`src/rtl/regfile_writeback_pkg.sv`:
```
// Shared types for the MIPS writeback slice: load type encoding and load-queue entry.
package mips_wb_pkg;

    typedef enum logic [2:0] {
        LB  = 3'd0,
        LBU = 3'd1,
        LH  = 3'd2,
        LHU = 3'd3,
        LW  = 3'd4,
        LWL = 3'd5,
        LWR = 3'd6
    } ld_type_t;

    typedef struct packed {
        logic [4:0]  dest;
        ld_type_t    ltype;
        logic [1:0]  off;
        logic [31:0] rt_old;
    } ldq_entry_t;

endpackage

```
`src/rtl/regfile_writeback_if.sv`:
```
// Writeback bus: ALU source, load issue, memory response, register-file write port and status.
interface regfile_writeback_if;
    logic        alu_valid;
    logic        alu_ready;
    logic [4:0]  alu_dest;
    logic [31:0] alu_data;
    logic        ld_issue;
    logic        ld_ready;
    logic [4:0]  ld_dest;
    logic [2:0]  ld_type;
    logic [1:0]  ld_off;
    logic [31:0] ld_rt_old;
    logic        mem_rvalid;
    logic [31:0] mem_rdata;
    logic        rf_wren;
    logic [4:0]  rf_wr;
    logic [31:0] rf_wd;
    logic [31:0] busy;
    logic        protocol_err;

    modport master (
        output alu_valid, alu_dest, alu_data,
        output ld_issue, ld_dest, ld_type, ld_off, ld_rt_old,
        output mem_rvalid, mem_rdata,
        input  alu_ready, ld_ready, rf_wren, rf_wr, rf_wd, busy, protocol_err
    );

    modport slave (
        input  alu_valid, alu_dest, alu_data,
        input  ld_issue, ld_dest, ld_type, ld_off, ld_rt_old,
        input  mem_rvalid, mem_rdata,
        output alu_ready, ld_ready, rf_wren, rf_wr, rf_wd, busy, protocol_err
    );
endinterface

```
`src/rtl/regfile_writeback_load_align.sv`:
```
// Big-endian load extraction: selects/extends bytes and halves, merges LWL/LWR with old rt.
module load_align
    import mips_wb_pkg::*;
(
    input  ld_type_t    ltype,
    input  logic [1:0]  off,
    input  logic [31:0] rdata,
    input  logic [31:0] rt_old,
    output logic [31:0] wd
);

    logic [7:0]  bsel;
    logic [15:0] hsel;

    always_comb begin
        bsel = rdata[31:24];
        case (off)
            2'd0: bsel = rdata[31:24];
            2'd1: bsel = rdata[23:16];
            2'd2: bsel = rdata[15:8];
            2'd3: bsel = rdata[7:0];
            default: bsel = rdata[31:24];
        endcase
        hsel = off[1] ? rdata[15:0] : rdata[31:16];
    end

    always_comb begin
        wd = rdata;
        case (ltype)
            LB:  wd = {{24{bsel[7]}}, bsel};
            LBU: wd = {24'h0, bsel};
            LH:  wd = {{16{hsel[15]}}, hsel};
            LHU: wd = {16'h0, hsel};
            LWL: begin
                case (off)
                    2'd0: wd = rdata;
                    2'd1: wd = {rdata[23:0], rt_old[7:0]};
                    2'd2: wd = {rdata[15:0], rt_old[15:0]};
                    2'd3: wd = {rdata[7:0],  rt_old[23:0]};
                    default: wd = rdata;
                endcase
            end
            LWR: begin
                case (off)
                    2'd3: wd = rdata;
                    2'd2: wd = {rt_old[31:24], rdata[31:8]};
                    2'd1: wd = {rt_old[31:16], rdata[31:16]};
                    2'd0: wd = {rt_old[31:8],  rdata[31:24]};
                    default: wd = rdata;
                endcase
            end
            default: wd = rdata;
        endcase
    end

endmodule

```
`src/rtl/regfile_writeback.sv`:
```
// Sole register-file writer: arbitrates ALU results against in-order load completions
// and publishes a per-register busy scoreboard for pending loads.
module regfile_writeback
    import mips_wb_pkg::*;
#(
    parameter int unsigned LDQ_DEPTH = 2
) (
    input logic              clk,
    input logic              rst_n,
    regfile_writeback_if.slave wb
);

    localparam int unsigned PW = $clog2(LDQ_DEPTH);

    ldq_entry_t    q [LDQ_DEPTH];
    logic [PW-1:0] head, tail;
    logic [PW:0]   count, count_nxt;
    logic          empty, full, pop, push, alu_take, err_nxt;
    logic          wr_from_load;
    logic [31:0]   ld_wd;
    logic [31:0]   busy_v;
    logic [PW-1:0] idx;

    assign empty    = (count == '0);
    assign full     = (count == (PW+1)'(LDQ_DEPTH));
    assign pop      = wb.mem_rvalid && !empty;
    // A pop in the same cycle frees the slot, so a full queue still accepts the push.
    assign push     = wb.ld_issue && (!full || pop);
    assign alu_take = wb.alu_valid && !pop;
    assign err_nxt  = (wb.mem_rvalid && empty) || (wb.ld_issue && full && !pop);

    assign wb.alu_ready = !pop;

    always_comb begin
        count_nxt = count;
        case ({push, pop})
            2'b10:   count_nxt = count + 1'b1;
            2'b01:   count_nxt = count - 1'b1;
            default: count_nxt = count;
        endcase
    end

    load_align u_align (
        .ltype  (q[head].ltype),
        .off    (q[head].off),
        .rdata  (wb.mem_rdata),
        .rt_old (q[head].rt_old),
        .wd     (ld_wd)
    );

    always_ff @(posedge clk) begin
        if (push) begin
            q[tail] <= '{dest: wb.ld_dest, ltype: ld_type_t'(wb.ld_type),
                         off: wb.ld_off, rt_old: wb.ld_rt_old};
        end
    end

    always_ff @(posedge clk or negedge rst_n) begin
        if (!rst_n) begin
            head            <= '0;
            tail            <= '0;
            count           <= '0;
            wb.ld_ready     <= 1'b1;
            wb.rf_wren      <= 1'b0;
            wb.rf_wr        <= '0;
            wb.rf_wd        <= '0;
            wr_from_load    <= 1'b0;
            wb.protocol_err <= 1'b0;
        end else begin
            if (push) tail <= tail + 1'b1;
            if (pop)  head <= head + 1'b1;
            count           <= count_nxt;
            wb.ld_ready     <= (count_nxt != (PW+1)'(LDQ_DEPTH));
            wb.protocol_err <= err_nxt;
            wb.rf_wren      <= 1'b0;
            wr_from_load    <= 1'b0;
            if (pop) begin
                wb.rf_wren   <= (q[head].dest != '0);
                wb.rf_wr     <= q[head].dest;
                wb.rf_wd     <= ld_wd;
                wr_from_load <= 1'b1;
            end else if (alu_take) begin
                wb.rf_wren   <= (wb.alu_dest != '0);
                wb.rf_wr     <= wb.alu_dest;
                wb.rf_wd     <= wb.alu_data;
            end
        end
    end

    // Busy covers every queued load plus the load write committing this cycle.
    always_comb begin
        busy_v = '0;
        idx    = '0;
        for (int unsigned i = 0; i < LDQ_DEPTH; i++) begin
            idx = head + PW'(i);
            if (i < 32'(count)) busy_v[q[idx].dest] = 1'b1;
        end
        if (wb.rf_wren && wr_from_load) busy_v[wb.rf_wr] = 1'b1;
        busy_v[0] = 1'b0;
    end

    assign wb.busy = busy_v;

endmodule

```
`src/flat_wrapper.sv`:
```
// flat-port wrapper written by rule: the top's interface ports become plain ports
module regfile_writeback_flat import mips_wb_pkg::*;
#(
    parameter int unsigned LDQ_DEPTH = 2
)
  (clk, rst_n, wb_alu_valid, wb_alu_dest, wb_alu_data, wb_ld_issue, wb_ld_dest, wb_ld_type, wb_ld_off, wb_ld_rt_old, wb_mem_rvalid, wb_mem_rdata, wb_alu_ready, wb_ld_ready, wb_rf_wren, wb_rf_wr, wb_rf_wd, wb_busy, wb_protocol_err);
  regfile_writeback_if wb_i ();
  input logic clk;
  input logic rst_n;
  input wire logic [$bits(wb_i.alu_valid)-1:0] wb_alu_valid;
  input wire logic [$bits(wb_i.alu_dest)-1:0] wb_alu_dest;
  input wire logic [$bits(wb_i.alu_data)-1:0] wb_alu_data;
  input wire logic [$bits(wb_i.ld_issue)-1:0] wb_ld_issue;
  input wire logic [$bits(wb_i.ld_dest)-1:0] wb_ld_dest;
  input wire logic [$bits(wb_i.ld_type)-1:0] wb_ld_type;
  input wire logic [$bits(wb_i.ld_off)-1:0] wb_ld_off;
  input wire logic [$bits(wb_i.ld_rt_old)-1:0] wb_ld_rt_old;
  input wire logic [$bits(wb_i.mem_rvalid)-1:0] wb_mem_rvalid;
  input wire logic [$bits(wb_i.mem_rdata)-1:0] wb_mem_rdata;
  output wire logic [$bits(wb_i.alu_ready)-1:0] wb_alu_ready;
  output wire logic [$bits(wb_i.ld_ready)-1:0] wb_ld_ready;
  output wire logic [$bits(wb_i.rf_wren)-1:0] wb_rf_wren;
  output wire logic [$bits(wb_i.rf_wr)-1:0] wb_rf_wr;
  output wire logic [$bits(wb_i.rf_wd)-1:0] wb_rf_wd;
  output wire logic [$bits(wb_i.busy)-1:0] wb_busy;
  output wire logic [$bits(wb_i.protocol_err)-1:0] wb_protocol_err;
  assign wb_i.alu_valid = wb_alu_valid;
  assign wb_i.alu_dest = wb_alu_dest;
  assign wb_i.alu_data = wb_alu_data;
  assign wb_i.ld_issue = wb_ld_issue;
  assign wb_i.ld_dest = wb_ld_dest;
  assign wb_i.ld_type = wb_ld_type;
  assign wb_i.ld_off = wb_ld_off;
  assign wb_i.ld_rt_old = wb_ld_rt_old;
  assign wb_i.mem_rvalid = wb_mem_rvalid;
  assign wb_i.mem_rdata = wb_mem_rdata;
  assign wb_alu_ready = wb_i.alu_ready;
  assign wb_ld_ready = wb_i.ld_ready;
  assign wb_rf_wren = wb_i.rf_wren;
  assign wb_rf_wr = wb_i.rf_wr;
  assign wb_rf_wd = wb_i.rf_wd;
  assign wb_busy = wb_i.busy;
  assign wb_protocol_err = wb_i.protocol_err;
  regfile_writeback #(.LDQ_DEPTH(LDQ_DEPTH)) u_core (.clk(clk), .rst_n(rst_n), .wb(wb_i));
endmodule
```
`config.mk`:
```
export PLATFORM = sky130hd
export DESIGN_NAME = regfile_writeback_flat
export DESIGN_NICKNAME = d
export VERILOG_FILES = /design/src/rtl/regfile_writeback_pkg.sv /design/src/rtl/regfile_writeback_if.sv /design/src/rtl/regfile_writeback_load_align.sv /design/src/rtl/regfile_writeback.sv /design/src/flat_wrapper.sv
export SDC_FILE = /design/constraint.sdc
export NUM_CORES = 1
export LEC_CHECK = 0
export BUFFER_PORTS_ARGS = -buffer_cell sky130_fd_sc_hd__buf_2
export CORE_MARGIN = 10
export CORE_UTILIZATION = 40
export CTS_CLUSTER_SIZE = 30
export DETAILED_ROUTE_END_ITERATION = 8
export GPL_TIMING_DRIVEN = 1
export PLACE_DENSITY = 0.61
export SYNTH_ARGS = -nofsm -noshare
export SYNTH_HDL_FRONTEND = slang
export SYNTH_SLANG_ARGS = --single-unit
```
`constraint.sdc`:
```
create_clock -name clk -period 3.41 [get_ports clk]
set_input_delay 1.023 -clock clk [delete_from_list [all_inputs] [get_ports clk]]
set_output_delay 1.023 -clock clk [all_outputs]
set_load 0.005 [all_outputs]
```
==> results.sh, run 1 <==
export IMPL_status="finished clean"
export IMPL_critPathLaunch="u_core.head$_DFFE_PN0N_"
export IMPL_crit_type="reg -> out"
export IMPL_viasPerCell=6.08
export IMPL_synth_area_per_cell_um2=10.5
export IMPL_cts_hold_buf=0
export IMPL_root_buffer="clkbuf_16"
export IMPL_synth_cell_type_count=62
export IMPL_port_buffers=187
export IMPL_post_cts_setup_buffers=0
export IMPL_htreeDepth=4
export IMPL_wl_mm=29.7
export IMPL_post_drt_wl_per_cell_um=23.6
export IMPL_wl_met2_mm=13.0
export IMPL_via_count=7649
export IMPL_final_nets=1095
export IMPL_synth_flop_cell="edfxtp_1"
export IMPL_stdcell_count=1259
export IMPL_synthTopCellsByCount="nand2_1 (91), edfxtp_1 (84), mux2i_1 (76)"
export IMPL_hold_depth=1
export IMPL_dieHeight_um=164
export IMPL_async_reset_ff_share_pct=34.9
export IMPL_clk_path_buf_depth=2
export IMPL_fin_area_um2=10200
export IMPL_syn_nets=915
export IMPL_cap_violations=0
export IMPL_die_w_um=164
export IMPL_required_ns=2.39
export IMPL_cts_tree="built"
export IMPL_holdCritStartpoint="u_core.count[0]$_DFF_PN0_"
export IMPL_clk_pin_slew_ns=0.05
export IMPL_clock_latency_ns=0.42
export IMPL_fmax_mhz=298
export IMPL_syn_area_um2=8350
export IMPL_yosys_area_top_type="edfxtp_1"
export IMPL_slew_violations=0
export IMPL_layout_drive_gt1_share_pct=33.9
export IMPL_gp_congestion=0.920
export IMPL_core_um2=20400
export IMPL_gr_total_overflow=0
export IMPL_crit_slowest_cell="dfrtp_4"
export IMPL_dr_pass1_iters=7
export IMPL_synthTopCellsByArea="edfxtp_1 (30%), dfrtp_1 (13%), mux2i_1 (9.1%), mux2_2 (4.7%), nand2_1 (4.1%)"
export IMPL_start_kind="flip-flop"
export IMPL_io_pins=189
export IMPL_final_core_util_pct=50.2
export IMPL_worst_slew_pin_slew_ns=0.852
export IMPL_place_ws_ns=0.426
export IMPL_synth_edff_count=84
export IMPL_slowest_delay_ns=0.58
export IMPL_min_period_over_period_pct=98.2
export IMPL_peakVddDrop_mv=0.359
export IMPL_cts_buffers=17
export IMPL_finalSetupTns_ns=0
export IMPL_relSlewSlack_pct=42.8
export IMPL_dp_cells=1225
export IMPL_reg2reg_depth=6
export IMPL_setup_viol=0
export IMPL_synth_ff_latch_count=129
export IMPL_area_delta_synth_final_pct=22.5
export IMPL_met1_length_mm=12.9
export IMPL_hold_viol=0
export IMPL_hpwl_mm=22.0
export IMPL_ys_warn_count=0
export IMPL_route_detailed_drc=0
export IMPL_track_usage_pct=21.3
export IMPL_worstSetupEndpointType="output port"
export IMPL_ant_nets=0
export IMPL_timing_rr_start="u_core.head$_DFFE_PN0N_"
export IMPL_min_path_type="reg -> reg"
export IMPL_worstPathCellList="mux2_2, nor3_2, a22oi_1, nand2_1, buf_2"
export IMPL_grt_max_degree=72
export IMPL_die_area_um2=27100
export IMPL_fin_skew_ns=0.00774
export IMPL_p_leak_nw=4.24
export IMPL_cts_sinks=129
export IMPL_power_density_nw_per_um2=788
export IMPL_post_synth_top_count_cell="nand2_1"
export IMPL_antenna_found_initial=4
export IMPL_grt_pass1_vias=7295
export IMPL_yosysTopAreaCellShare_pct=30.2
export IMPL_period_minus_slack_ns=3.35
export IMPL_fillers=1903
export IMPL_top_layer="met5"
export IMPL_start_util_pct=41.0
export IMPL_drt_iter0_markers=870
export IMPL_postPlaceCellArea_um2=9590
export IMPL_syn_inst=794
export IMPL_dr_wl_met3_mm=3.37
export IMPL_rsz0062_at_grt="yes"
export IMPL_grt_pass1_wl_mm=44.3
export IMPL_fin_ws_ns=0.0599
export IMPL_rows=52
export IMPL_seq_area_frac_synth_pct=43.7
export IMPL_worst_path_max_fanout=19
export IMPL_arrival_ns=2.33
-- area by class of cell --
type                    instances  area, um^2  share of cell area (%)
multi-input cells             598        4420                    43.3
flip-flops and latches        129        3650                    35.7
repair buffers                216        1170                    11.5
clock buffers                  21         450                    4.40
well taps                     270         338                    3.30
clock inverters                11         138                    1.35
inverters                      12        45.0                   0.440
diodes                          2        5.00                  0.0489
-- cells in the final DEF, fill, tap and decap left out, types with 7 or more instances in the layout --
master / n
clkbuf_16: 17
mux4_2: 8
a21oi_1: 34
nor2b_1: 11
nand2b_1: 7
o22a_1: 9
nor2_1: 42
a21boi_0: 7
edfxtp_1: 84
o21bai_1: 8
o21ai_0: 32
o221ai_1: 17
mux2i_1: 75
o221a_2: 22
dfrtp_1: 43
and3_1: 9
a211oi_1: 15
a31oi_1: 8
a222oi_1: 7
buf_4: 28
o22ai_1: 32
o2111ai_1: 8
inv_1: 12
buf_2: 187
nor3_1: 9
nand2_1: 91
a22oi_1: 41
mux2_2: 35
-- power breakdown --
| part | switching [mW] | total (mW) | internal, mW | leakage (nW) |
|---|---|---|---|---|
| sequential | 0.411 | 2.62 | 2.21 | 1.31 |
| combinational | 2.13 | 3.63 | 1.49 | 2.65 |
| clock | 0.649 | 1.81 | 1.16 | 0.286 |
| total | 3.19 | 8.06 | 4.86 | 4.24 |
-- registers in the layout, summed over array words and instances (netlist names) --
| name | count |
|---|---|
| u_core.count | 2 |
| u_core.tail | 1 |
| u_core.wb.rf_wd | 32 |
| u_core.wr_from_load | 1 |
| u_core.wb.rf_wren | 1 |
| u_core.head | 1 |
| u_core.wb.rf_wr | 5 |
| u_core.wb.protocol_err | 1 |
| u_core.wb.ld_ready | 1 |
| u_core.q | 84 |
-- through the flow --
step | hold WS [ns] | power [mW]
floorplan | 0.504 | 4.91
global placement | 0.563 | 6.16
global route | 0.611 | 8.52
CTS | 0.571 | 8.00
finish | 0.574 | 8.06
detailed placement | 0.562 | 6.17
-- critical path, delay by kind of cell (launching register included) --
family | cells | cell delay [ns]
buffers and inverters | 1 | 0.12
AO/OA/AOI/OAI | 1 | 0.19
AND/OR/NAND/NOR | 2 | 0.59
multiplexers | 1 | 0.42
flip-flops | 1 | 0.58
-- what timing repair did --
item,CTS,global route
gates cloned,0,0
setup endpoints to repair,6,31
hold endpoints to repair,0,0
resized for setup,2,9
-- kinds of logic (layout without fill, tap and decap cells) --
| kind of cell | count (synthesis) | count (layout) | share of synthesized area [%] |
|---|---|---|---|
| simple gates | 207 | 207 | 11.6 |
| mux | 122 | 122 | 16.7 |
| buf+inv | 67 | 260 | 3.94 |
| fa+ha+maj | 5 | 5 | 0.749 |
| xor+xnor | 6 | 6 | 0.629 |
| compound gates | 257 | 257 | 22.7 |
| other cells | 1 | 3 | 0.0449 |
| flops | 129 | 129 | 43.7 |
-- worst paths after layout --
check	to	slack (ns)
setup / recovery	wb_busy[8]	0.06
hold / removal	u_core.count[0]$_DFF_PN0_	0.57
setup reg to reg	u_core.wb.rf_wd[17]$_DFFE_PN0P_	0.55
hold reg to reg	u_core.count[0]$_DFF_PN0_	0.57
max in group asynchronous	u_core.wb.rf_wd[3]$_DFFE_PN0P_	2.19
min in group asynchronous	u_core.wb.protocol_err$_DFF_PN0_	0.61
-- metal layers --
| layer | up-vias | global-route usage, % |
|---|---|---|
| met4 | 4 | 6.12 |
| met1 | 3642 | 29.9 |
| met3 | 46 | 6.52 |
| met2 | 466 | 31.1 |
| li1 | 3491 | - |
| met5 | - | 0 |
Power figures use the tool's default switching activity.
==> run 2: changes to the inputs <==
--- a/config.mk
+++ b/config.mk
@@ -11,7 +11,8 @@
 export CTS_CLUSTER_SIZE = 30
 export DETAILED_ROUTE_END_ITERATION = 8
 export GPL_TIMING_DRIVEN = 1
-export PLACE_DENSITY = 0.61
+export PLACE_DENSITY = 0.59
+export SLEW_MARGIN = 5
 export SYNTH_ARGS = -nofsm -noshare
 export SYNTH_HDL_FRONTEND = slang
 export SYNTH_SLANG_ARGS = --single-unit
==> constraint.sdc (replaced) <==
create_clock -name clk -period 4.15 [get_ports clk]
set_input_delay 1.245 -clock clk [delete_from_list [all_inputs] [get_ports clk]]
set_output_delay 1.245 -clock clk [all_outputs]
set_load 0.005 [all_outputs]
==> run 2 against run 1 <==
Global-route usage rose by 0.19 points. Via count fell by 1.1%. First-iteration DRC count fell by 8.7%.
==> results.sh, run 2 (synthesized netlist as in run 1, its figures left out) <==
export IMPL_peakVddDrop_mv=0.431
export IMPL_via_count=7564
export IMPL_period_minus_slack_ns=3.74
export IMPL_area_delta_synth_final_pct=20.8
export IMPL_cp_depth=6
export IMPL_crit_slowest_cell="dfrtp_2"
export IMPL_postPlaceCellArea_um2=9500
export IMPL_stdcell_count=1244
export IMPL_grt_pass1_wl_mm=44.6
export IMPL_place_ws_ns=0.871
export IMPL_track_usage_pct=21.5
export IMPL_r2r_end="u_core.wb.rf_wd[13]$_DFFE_PN0P_"
export IMPL_power_density_nw_per_um2=646
export IMPL_grt_max_degree=46
export IMPL_power_mw=6.52
export IMPL_internal_power_mw=3.90
export IMPL_cts_sinks=129
export IMPL_route_detailed_drc=0
export IMPL_fmax_mhz=268
export IMPL_final_core_util_pct=49.5
export IMPL_htreeDepth=4
export IMPL_clock_latency_ns=0.42
export IMPL_rows=52
export IMPL_slowest_delay_ns=0.61
export IMPL_max_flop_register="u_core.q"
export IMPL_ff_latch_area_um2=3650
export IMPL_gr_total_overflow=0
export IMPL_status="finished clean"
export IMPL_cp_top_family="simple AND/OR/NAND/NOR gates"
export IMPL_crit_type="reg -> out"
export IMPL_start_kind="flip-flop"
export IMPL_relSlewSlack_pct=29.4
export IMPL_required_ns=2.90
export IMPL_p_sw_share_pct=40.2
export IMPL_layout_drive_gt1_share_pct=32.4
export IMPL_die_w_um=164
export IMPL_clk_pin_slew_ns=0.06
export IMPL_p_leak_nw=4.18
export IMPL_hpwl_mm=21.9
export IMPL_fin_area_um2=10100
export IMPL_hold_ws_ns=0.555
export IMPL_final_nets=1081
export IMPL_hold_viol=0
export IMPL_dieHeight_um=164
export IMPL_finalSetupTns_ns=0
export IMPL_reg2reg_depth=6
export IMPL_ant_nets=0
export IMPL_post_drt_wl_per_cell_um=24.0
export IMPL_cts_buffers=17
export IMPL_post_cts_setup_buffers=0
export IMPL_dp_cells=1211
export IMPL_min_period_over_period_pct=90.1
export IMPL_largest_registers="u_core.q x84, u_core.wb.rf_wd x32, u_core.wb.rf_wr x5"
export IMPL_cp_endpoint="wb_busy[21]"
export IMPL_worstPathCellList="mux2_2, nand2b_1, nor2_1, a22oi_1, nand2_1, buf_2"
export IMPL_rsz0062_at_grt="no"
export IMPL_combinationalPowerShare_pct=44.7
export IMPL_cts_hold_buf=0
export IMPL_start_util_pct=41.0
export IMPL_slew_violations=0
export IMPL_antenna_found_initial=2
export IMPL_final_cell_mix="buf_2 (187), nand2_1 (91), edfxtp_1 (84)"
export IMPL_port_buffers=187
export IMPL_min_path_type="reg -> reg"
export IMPL_p_sw_mw=2.62
export IMPL_fin_skew_ns=0.00934
export IMPL_critical_path_buf_inv_count=1
export IMPL_viasPerCell=6.08
export IMPL_pwr_share_clk_pct=22.4
export IMPL_largest_register_ffs=84
export IMPL_fillers=1893
export IMPL_cts_repair_resized=0
export IMPL_gp_congestion=0.916
export IMPL_cap_violations=0
export IMPL_setup_viol=0
export IMPL_io_pins=189
export IMPL_reg2reg_slack_ns=1.05
export IMPL_arrival_ns=2.49
export IMPL_drt_iter0_markers=794
export IMPL_fin_ws_ns=0.412
export IMPL_dr_pass1_iters=8
export IMPL_core_um2=20400
export IMPL_timing_rr_start="u_core.head$_DFFE_PN0N_"
export IMPL_seqPwrFrac_pct=32.9
export IMPL_critPathLaunch="u_core.head$_DFFE_PN0N_"
export IMPL_worst_slew_pin_slew_ns=1.06
export IMPL_cts_tree="built"
export IMPL_die_area_um2=27100
export IMPL_clk_path_buf_depth=2
export IMPL_root_buffer="clkbuf_16"
export IMPL_wl_mm=29.9
export IMPL_worst_path_max_fanout=20
export IMPL_final_common_cell="buf_2"
export IMPL_grt_pass1_vias=7356
export IMPL_worstSetupEndpointType="output port"
export IMPL_multi_input_area_um2=4390
-- run 2: cell count changes in the layout (fill, tap and decap cells not counted), moves of 3 or more --
cell / change
nor3b_1: +4
bufinv_16: -3
nor2_2: -4
buf_4: -15
nor2_1: +4
nor3b_2: -4
inv_4: +3
clkbuf_16: +3
-- run 2: routing by layer --
| metal | global-route usage (%) | part of all wire [%] | up-vias | wire length, um |
|---|---|---|---|---|
| li1 | - | - | 3467 | - |
| met1 | 29.5 | 43 | 3613 | 12700 |
| met2 | 31.4 | 43 | 422 | 12800 |
| met3 | 7.29 | 12 | 60 | 3680 |
| met4 | 6.60 | 2.3 | 2 | 693 |
| met5 | 0 | 0.040 | - | 12 |
-- run 2: how the worst min path moves through the flow --
stage | start | endpoint | slack [ns] | cells past startpoint
floorplan | u_core.count[0]$_DFF_PN0_ | u_core.count[0]$_DFF_PN0_ | 0.50 | 1
global placement | u_core.count[0]$_DFF_PN0_ | u_core.count[0]$_DFF_PN0_ | 0.55 | 1
detailed placement | u_core.count[0]$_DFF_PN0_ | u_core.count[0]$_DFF_PN0_ | 0.55 | 1
CTS | u_core.count[0]$_DFF_PN0_ | u_core.count[0]$_DFF_PN0_ | 0.56 | 1
global route | u_core.count[0]$_DFF_PN0_ | u_core.count[0]$_DFF_PN0_ | 0.61 | 1
finish | u_core.count[0]$_DFF_PN0_ | u_core.count[0]$_DFF_PN0_ | 0.56 | 1
-- run 2: cell type report --
class	instances	area share [%]
clock inverter	7	0.384
multi-input combinational	598	43.5
sequential	129	36.2
inverter	12	0.446
tap	270	3.35
timing repair buffer	202	10.6
clock buffer	25	5.44
antenna	1	0.0248
-- run 2: power by group through the flow --
stage	Combinational (mW)	Clock [mW]	Sequential (mW)
after floorplan	2.01	0	2.03
after global placement	2.86	0	2.16
after detailed placement	2.87	0	2.17
after CTS	2.88	1.48	2.14
after global routing	3.18	1.54	2.19
final	2.91	1.46	2.14
==> run 3: changes to the inputs <==
--- a/config.mk
+++ b/config.mk
@@ -5,7 +5,7 @@
 export SDC_FILE = /design/constraint.sdc
 export NUM_CORES = 1
 export LEC_CHECK = 0
-export BUFFER_PORTS_ARGS = -buffer_cell sky130_fd_sc_hd__buf_2
+export BUFFER_PORTS_ARGS = -buffer_cell sky130_fd_sc_hd__buf_4
 export CORE_MARGIN = 10
 export CORE_UTILIZATION = 40
 export CTS_CLUSTER_SIZE = 30
==> run 3 against run 2 <==
Clock power rose by 3%. Critical path depth did not move. Critical path type unchanged. Hold slack improved by 0.020 ns. Largest cell class unchanged. Clock skew fell by 0.0011 ns.
==> results.sh, run 3 (synthesized netlist as in run 1, its figures left out) <==
export IMPL_wl_mm=30.4
export IMPL_drt_iter0_markers=852
export IMPL_port_buffers=187
export IMPL_period_minus_slack_ns=3.90
export IMPL_fmax_mhz=256
export IMPL_max_flop_register="u_core.q"
export IMPL_hpwl_mm=22.3
export IMPL_antenna_found_initial=0
export IMPL_p_leak_nw=4.32
export IMPL_worst_path_max_fanout=24
export IMPL_gp_congestion=0.916
export IMPL_relSlewSlack_pct=36.2
export IMPL_htreeDepth=4
export IMPL_p_sw_mw=2.64
export IMPL_root_buffer="clkbuf_16"
export IMPL_internal_power_mw=4.09
export IMPL_num_antenna_cells=0
export IMPL_finalSetupTns_ns=0
export IMPL_cap_violations=0
export IMPL_setup_viol=0
export IMPL_arrival_ns=2.66
export IMPL_final_common_cell="buf_4"
export IMPL_viasPerCell=6.08
export IMPL_worst_slew_pin_slew_ns=0.950
export IMPL_layout_drive_gt1_share_pct=32.2
export IMPL_grt_pass1_wl_mm=45.3
export IMPL_gr_total_overflow=0
export IMPL_power_density_nw_per_um2=637
export IMPL_grt_pass1_vias=7281
export IMPL_final_cell_mix="buf_4 (199), nand2_1 (91), edfxtp_1 (84)"
export IMPL_dieHeight_um=164
export IMPL_status="finished clean"
export IMPL_seqPwrFrac_pct=32.0
export IMPL_rsz0062_at_grt="no"
export IMPL_min_path_type="reg -> reg"
export IMPL_start_util_pct=41.0
export IMPL_p_sw_share_pct=39.3
export IMPL_cts_tree="built"
export IMPL_via_count=7553
export IMPL_required_ns=2.90
export IMPL_min_period_over_period_pct=94.1
export IMPL_dr_pass1_iters=8
export IMPL_cts_sinks=129
export IMPL_clk_path_buf_depth=2
export IMPL_ant_nets=0
export IMPL_io_pins=189
export IMPL_die_area_um2=27100
export IMPL_fin_ws_ns=0.246
export IMPL_rows=52
export IMPL_clk_pin_slew_ns=0.05
export IMPL_peakVddDrop_mv=0.341
export IMPL_track_usage_pct=21.8
export IMPL_clock_latency_ns=0.42
export IMPL_crit_type="reg -> out"
export IMPL_place_ws_ns=0.670
export IMPL_route_detailed_drc=0
export IMPL_post_drt_wl_per_cell_um=24.5
export IMPL_largest_registers="u_core.q x84, u_core.wb.rf_wd x32, u_core.wb.rf_wr x5"
export IMPL_area_delta_synth_final_pct=26.5
export IMPL_worstSetupEndpointType="output port"
export IMPL_start_kind="flip-flop"
export IMPL_cts_repair_resized=0
export IMPL_largest_register_ffs=84
export IMPL_combinationalPowerShare_pct=45.6
export IMPL_slew_violations=0
export IMPL_post_cts_setup_buffers=0
export IMPL_reg2reg_depth=6
export IMPL_grt_max_degree=67
export IMPL_fin_skew_ns=0.00826
export IMPL_hold_viol=0
export IMPL_pwr_share_clk_pct=22.3
export IMPL_final_nets=1080
export IMPL_hold_depth=1
export IMPL_cts_buffers=17
export IMPL_core_um2=20400
export IMPL_final_core_util_pct=51.9
export IMPL_die_w_um=164
export IMPL_cts_hold_buf=0
[run 3: final cells by class]
| class | instances | area [um^2] |
|---|---|---|
| clock buffer | 27 | 578 |
| clock inverter | 5 | 31.3 |
| fill | 1868 | 9800 |
| multi-input combinational | 598 | 4390 |
| inverter | 12 | 45.0 |
| timing repair buffer | 201 | 1530 |
| sequential | 129 | 3650 |
| tap | 270 | 338 |
[run 3: worst max-delay path, cell delays in order, from the launching register on]
cell	delay (ns)
dfrtp_2	0.75
mux2_2	0.41
nand2b_1	0.15
nor2_1	0.52
a22oi_1	0.19
nand2_1	0.11
buf_4	0.11
[run 3: layer usage]
layer / track usage, % / vias up / part of all wire (%)
li1: - / 3452 / -
met1: 31.1 / 3657 / 44
met2: 31.8 / 407 / 44
met3: 6.32 / 37 / 11
met4: 5.15 / 0 / 1.4
met5: 0 / - / 0
[run 3: per-stage QoR]
stage	hold slack, ns	power [mW]	instances	area (um^2)
floorplan	0.504	4.03	794	8350
global placement	0.561	5.19	1210	9960
detailed placement	0.565	5.20	1210	9960
CTS	0.572	6.71	1242	10600
global route	0.614	7.10	1242	10600
finish	0.575	6.73	1242	10600
[run 3: worst paths after layout]
kind                       slack [ns]                                to                 startpoint
setup / recovery                 0.25                       wb_busy[21]    u_core.head$_DFFE_PN0N_
hold / removal                   0.58         u_core.count[0]$_DFF_PN0_  u_core.count[0]$_DFF_PN0_
setup reg to reg                 0.83    u_core.wb.rf_wd[6]$_DFFE_PN0P_    u_core.head$_DFFE_PN0N_
hold reg to reg                  0.58         u_core.count[0]$_DFF_PN0_  u_core.count[0]$_DFF_PN0_
max in group asynchronous        2.86           u_core.head$_DFFE_PN0N_                      rst_n
min in group asynchronous        0.83  u_core.wb.protocol_err$_DFF_PN0_                      rst_n
[run 3: power groups by stage]
stage / combinational, mW / clock, mW / sequential [mW]
3_5_place_dp: 3.02 / 0 / 2.18
4_1_cts: 3.03 / 1.52 / 2.16
5_1_grt: 3.31 / 1.58 / 2.21
3_3_place_gp: 3.01 / 0 / 2.17
6_report: 3.07 / 1.50 / 2.16
2_1_floorplan: 2.01 / 0 / 2.03
